$ cat src/rtl/rc4_prga_decrypt.sv
// RC4 pseudo-random generation stage: walks the permuted S memory, XORs each
// keystream byte with the encrypted-message ROM and writes the plaintext RAM.
// Each byte takes nine single-cycle states. All memory-facing outputs are
// decoded from registered state and datapath only.
module rc4_prga_decrypt #(
    parameter int unsigned MSG_LEN = 32,
    parameter int unsigned MSG_AW  = 5
) (
    input  logic              clock,
    input  logic              reset_n,
    input  logic              start,
    output logic              finish,
    output logic              busy,
    output logic [7:0]        s_address,
    output logic [7:0]        s_data,
    output logic              s_wren,
    input  logic [7:0]        s_q,
    output logic [MSG_AW-1:0] rom_address,
    input  logic [7:0]        rom_q,
    output logic [MSG_AW-1:0] ram_address,
    output logic [7:0]        ram_data,
    output logic              ram_wren
);

    localparam logic [MSG_AW-1:0] KLast = MSG_AW'(MSG_LEN - 1);

    typedef enum logic [3:0] {
        StIdle,
        StReadI,
        StWaitI,
        StReadJ,
        StWaitJ,
        StWriteI,
        StWriteJ,
        StReadF,
        StWaitF,
        StWriteOut,
        StDone
    } state_e;

    state_e            state_q, state_d;
    logic [7:0]        i_q, i_d;
    logic [7:0]        j_q, j_d;
    logic [MSG_AW-1:0] k_q, k_d;
    logic [7:0]        si_q, si_d;
    logic [7:0]        sj_q, sj_d;
    logic [7:0]        f_q, f_d;
    logic [7:0]        enc_q, enc_d;

    // State and datapath registers, cleared asynchronously.
    always_ff @(posedge clock or negedge reset_n) begin
        if (!reset_n) begin
            state_q <= StIdle;
            i_q     <= '0;
            j_q     <= '0;
            k_q     <= '0;
            si_q    <= '0;
            sj_q    <= '0;
            f_q     <= '0;
            enc_q   <= '0;
        end else begin
            state_q <= state_d;
            i_q     <= i_d;
            j_q     <= j_d;
            k_q     <= k_d;
            si_q    <= si_d;
            sj_q    <= sj_d;
            f_q     <= f_d;
            enc_q   <= enc_d;
        end
    end

    // Next-state, datapath updates and memory-side outputs per state.
    always_comb begin
        state_d     = state_q;
        i_d         = i_q;
        j_d         = j_q;
        k_d         = k_q;
        si_d        = si_q;
        sj_d        = sj_q;
        f_d         = f_q;
        enc_d       = enc_q;
        finish      = 1'b0;
        s_address   = '0;
        s_data      = '0;
        s_wren      = 1'b0;
        rom_address = '0;
        ram_address = '0;
        ram_data    = '0;
        ram_wren    = 1'b0;

        case (state_q)
            StIdle: begin
                if (start) begin
                    i_d     = '0;
                    j_d     = '0;
                    k_d     = '0;
                    state_d = StReadI;
                end
            end
            StReadI: begin
                s_address = i_q + 8'd1;
                i_d       = i_q + 8'd1;
                state_d   = StWaitI;
            end
            StWaitI: begin
                si_d    = s_q;
                j_d     = j_q + s_q;
                state_d = StReadJ;
            end
            StReadJ: begin
                s_address = j_q;
                state_d   = StWaitJ;
            end
            StWaitJ: begin
                sj_d    = s_q;
                state_d = StWriteI;
            end
            StWriteI: begin
                s_address = i_q;
                s_data    = sj_q;
                s_wren    = 1'b1;
                state_d   = StWriteJ;
            end
            // When i == j this second write lands last, leaving si in place.
            StWriteJ: begin
                s_address = j_q;
                s_data    = si_q;
                s_wren    = 1'b1;
                state_d   = StReadF;
            end
            StReadF: begin
                s_address   = si_q + sj_q;
                rom_address = k_q;
                state_d     = StWaitF;
            end
            StWaitF: begin
                f_d     = s_q;
                enc_d   = rom_q;
                state_d = StWriteOut;
            end
            StWriteOut: begin
                ram_address = k_q;
                ram_data    = f_q ^ enc_q;
                ram_wren    = 1'b1;
                if (k_q == KLast) begin
                    state_d = StDone;
                end else begin
                    k_d     = k_q + MSG_AW'(1);
                    state_d = StReadI;
                end
            end
            StDone: begin
                finish  = 1'b1;
                state_d = StIdle;
            end
            default: state_d = StIdle;
        endcase
    end

    // Busy spans every non-idle state, including the finish cycle.
    assign busy = (state_q != StIdle);

endmodule

$ cat config.mk
export PLATFORM = sky130hd
export DESIGN_NAME = rc4_prga_decrypt
export DESIGN_NICKNAME = d
export VERILOG_FILES = /design/src/rtl/rc4_prga_decrypt.sv
export SDC_FILE = /design/constraint.sdc
export NUM_CORES = 1
export LEC_CHECK = 0
export CORE_ASPECT_RATIO = 1.1
export CORE_MARGIN = 2
export CORE_UTILIZATION = 50
export DETAILED_ROUTE_END_ITERATION = 7
export PLACE_DENSITY = 0.75
export SYNTH_ARGS = -nofsm -noshare
export SYNTH_HDL_FRONTEND = slang
export SYNTH_SLANG_ARGS = --single-unit
$ cat constraint.sdc
create_clock -name clock -period 3.15 [get_ports clock]
set_input_delay 0.63 -clock clock [delete_from_list [all_inputs] [get_ports clock]]
set_output_delay 0.63 -clock clock [all_outputs]
set_load 0.02 [all_outputs]
-- Yosys cells after proc, flatten, opt, wreduce, memory -nomap -nowiden
Cells that the tools add are included.
- $add $sub $neg: 4
- equality and inequality tests: 13
- reductions and logical operators: 10
- mux-type cells: 17
- bitwise logic cells: 1
- operators by type and width (operator ; count):
    one-hot mux 8 bit (2 select lines) ; 3
    one-hot mux 4 bit (10 select lines) ; 1
    one-hot mux 8 bit (4 select lines) ; 1
    2-to-1 mux 5 bit ; 4
    adder 8 bit ; 2
    == test 4 x 3 -> 1 bit (second input constant) ; 4
    2-to-1 mux 8 bit ; 2
    == test 4 bit (second input constant) ; 3
    one-hot mux 5 bit (2 select lines) ; 1
    adder 8 x 1 -> 8 bit (second input constant) ; 1
    == test 4 x 2 -> 1 bit (second input constant) ; 2
    2-to-1 mux 4 bit ; 2
    XOR 8 bit ; 1
    nonzero test 2 bit ; 3
    adder 5 x 1 -> 5 bit (second input constant) ; 1
    == test 5 bit (second input constant) ; 1
    == test 4 x 1 -> 1 bit (second input constant) ; 1
    zero test 4 bit ; 1
    inequality test 2 bit (second input constant) ; 2
    AND reduction 2 bit ; 2
    nonzero test 4 bit ; 1
    OR reduction 2 bit ; 2
    2-to-1 mux 1 bit ; 3
    AND reduction 3 bit ; 1
- output and inout bits: 38
- register bits after elaboration: 57
- input bits: 19

-- Logic depth before layout (Yosys ltp)
- depth in word-level cells: 3
- depth in mapped cells: 8
- depth with buffers taken out: 8

-- Worst setup path before layout
OpenSTA, ideal clock, no wires.
- path type: register to output
- from: register si_q[3]
- to: output s_address[7]
- path slack: 532 ps
- buffers on the path: 0
- arrival: 1988 ps
- stages on the path, launching flop included: 7
- path through: dfrtp_1 > ha_1 > and3_1 > a221o_1 > o41ai_2 > xnor2_1 > a221o_1
- cells in the longest elaborated chain, start to end: 2
- ends and longest elaborated chain (item ; RTL line ; text):
    start: declaration ; 45 ; logic [7:0] si_q, si_d;
    start signal: assignment ; 66 ; si_q <= si_d;
    adder 8 bit ; 133 ; s_address = si_q + sj_q;
    one-hot mux 8 bit (4 select lines) ; 92 ; case (state_q)
    end: declaration ; 14 ; output logic [7:0] s_address,
Every way passes these cells.

-- Worst setup path after layout
- from: register sj_q[1]
- to: output s_address[7]
- cells in the longest elaborated chain, start to end: 2
- ends and longest elaborated chain (item ; RTL line ; text):
    start: declaration ; 46 ; logic [7:0] sj_q, sj_d;
    start signal: assignment ; 67 ; sj_q <= sj_d;
    adder 8 bit ; 133 ;
    one-hot mux 8 bit (4 select lines) ; 92 ;
Every way passes these cells.

==> out/summary.txt <==
post-synth top area share -> 39.9%
Ports -> 57
Top Metal Used -> met4
Leak -> 2.07 nW
status -> completed
Syn Std Cell Area -> 3580 um^2
number of flops mapped to enable cells by yosys -> 0
Synthesized Nets -> 396
crit path capture type -> output pin
DRT Pass-1 Iters -> 4
area leader, netlist -> dfrtp_1
Worst Path Arrival -> 2.46 ns
die area -> 7850 um^2
Worst EP required -> 2.52 ns
Syn Inst Count -> 358
drc violations -> 0
Site Rows -> 32
Max clock buf depth -> 2
core area -> 6970 um^2
clock skew -> 0.0101 ns
TritonCTS clock tree -> built
number of diodes -> 0
Port Buffer Count -> 56
M1 wire length -> 3980 um
Via Count -> 2,994
synth top area cells -> dfrtp_1 (40%), mux2_2 (8.8%), ha_1 (5.9%)
worst vdd ir -> 0.542 mV
CTS root buffer -> clkbuf_8
die height -> 92.7 um
total grt overflow -> 0
first-pass GRT wire length -> 14,800 um
total wire length -> 8660 um
overall power -> 4.75 mW
max cap viols -> 0
Post-synth top flop -> dfrtp_1
period utilisation layout -> 98.2%
flops & latches, synth -> 57
Global Route Usage Sum -> 23.8%
hpwl dp -> 6320 um
met2 routed WL -> 4270 um
initial DRC count -> 141
max frequency -> 323 MHz
most numerous cell in the Yosys netlist -> dfrtp_1
Clock Sinks -> 57
vias in the first global route -> 3,058
post-route ant nets -> 0
clock-pin slew on the worst setup and hold paths -> 0.07 ns
WL met3 -> 306 um
Cell variety after synth -> 56
Commonest cells post-synth -> dfrtp_1 (57), nor2_1 (38), mux2_2 (28)
Initial Utilization -> 51.4%
Clk Latency, worst-skew pair -> 0.33 ns
post-synthesis async set-or-reset flop share -> 100%
layout net count -> 472
layout cells sized above 1 -> 18.0%
setup TNS -> 0 ns
Die W -> 84.7 um
PwrDens -> 1030 nW/um^2
synth warn -> 0
HP Class -> input port to asynchronous set/reset pin
RSZ-0062 raised after global routing -> yes
Routed WL per cell -> 16.5 um
Reg2Reg Setup Slack -> 0.90 ns
H-tree depth -> 3
initial antenna violation count -> 0
number of buffers created by CTS -> 9
Final Slew Violations -> 0
Routability Congestion -> 0.839
sequential-to-total area share from yosys stat -> 39.9%
Final min period -> 3.09 ns
Layout area overhead -> 28.7%
Crit Path Max Fanout -> 3
detailed-route vias per instance -> 5.71
Syn Area/Cell -> 10.0 um^2
Least-Margin Pin Slew -> 0.841 ns
CP Class -> register to output pin
final hold violations -> 0
max_slew headroom -> 43.8%
startpoint type of the worst setup path -> register
final setup fails -> 0
largest net degree at the start of global routing -> 58
==> registers in the layout, summed over array words and instances, names as in the netlist <==
name	flops
enc_q	8
f_q	8
i_q	8
j_q	8
k_q	5
si_q	8
sj_q	8
state_q	4
==> layer usage <==
metal  track usage, %  vias up
met4             8.20        0
li1                 -     1458
met1             31.9     1463
met2             38.7       64
met5                0        -
met3             4.46        9
==> worst paths after layout <==
kind / from / depth (start not counted) / to
max reg2reg: j_q[0]$_DFFE_PN0P_ / 7 / j_q[6]$_DFFE_PN0P_
min in group clock: enc_q[7]$_DFFE_PN0P_ / 1 / enc_q[7]$_DFFE_PN0P_
min: reset_n / 2 / enc_q[1]$_DFFE_PN0P_
max: sj_q[1]$_DFFE_PN0P_ / 7 / s_address[7]
min reg2reg: enc_q[7]$_DFFE_PN0P_ / 1 / enc_q[7]$_DFFE_PN0P_
max in group asynchronous: reset_n / 2 / state_q[3]$_DFFE_PN0P_
==> area by class of cell <==
type	count	area, um^2
Fill cell	590	2360
Multi-Input combinational cell	280	2090
Sequential cell	57	1430
Timing Repair Buffer	80	734
Clock buffer	11	151
Tap cell	85	106
Clock inverter	5	77.6
Inverter	6	22.5
==> stage by stage <==
stage	cell area [um^2]	worst slack, ns	instances	hold slack, ns	utilization (%)
final	4600	0.0560	524	0.435	66.1
after global routing	4600	-0.115	524	0.499	66.1
after CTS	4570	-0.141	522	0.454	65.6
after detailed placement	4350	0.0252	506	0.508	62.4
after global placement	4350	0.0422	506	0.494	62.4
after floorplan	3580	0.532	358	0.334	-
==> layout by cell type, fill, tap and decap left out, types with 6 or more instances in the layout <==
cell	Yosys	routed
buf_4	1	24
nor2_1	38	38
nand3_1	7	7
o21ai_0	25	24
mux2_2	28	28
a22o_1	16	16
xnor2_1	15	15
xor2_1	7	7
a21oi_1	9	9
ha_1	17	16
dfrtp_1	57	57
and2_1	12	12
nand2_1	20	20
clkbuf_8	0	11
nand2b_1	11	10
clkdlybuf4s50_1	0	49
inv_1	6	6
==> worst max-delay path, cell delays in order, from the launching register on <==
cell	delay [ns]
dfrtp_1	0.40
ha_1	0.27
a21o_1	0.17
a221o_1	0.36
o41ai_2	0.32
xnor2_1	0.13
a221o_1	0.34
buf_6	0.13
==> cells by family after synthesis <==
group / synth area share, %
AND/OR/NAND/NOR: 18.4
flip-flops: 39.9
adder cells (fa/ha/maj): 7.06
buffers and inverters: 2.52
XOR/XNOR: 5.38
AO/OA/AOI/OAI: 16.7
multiplexers: 10.0
==> timing repair <==
item | CTS | global route
endpoints found under the setup margin | 5 | 4
endpoints found under the hold margin | 0 | 0
hold buffers | 0 | 0
setup buffers | 0 | 2
gates cloned | 0 | 0
pin swaps | 0 | 6
gates resized for setup | 5 | 11
==> where the power goes <==
part	switching (mW)	leakage, nW	internal [mW]
registers	0.286	0.726	1.03
clock network	0.298	0.115	0.486
logic	1.34	1.23	1.31
total	1.92	2.07	2.82
(Power assumes the default switching activity.)
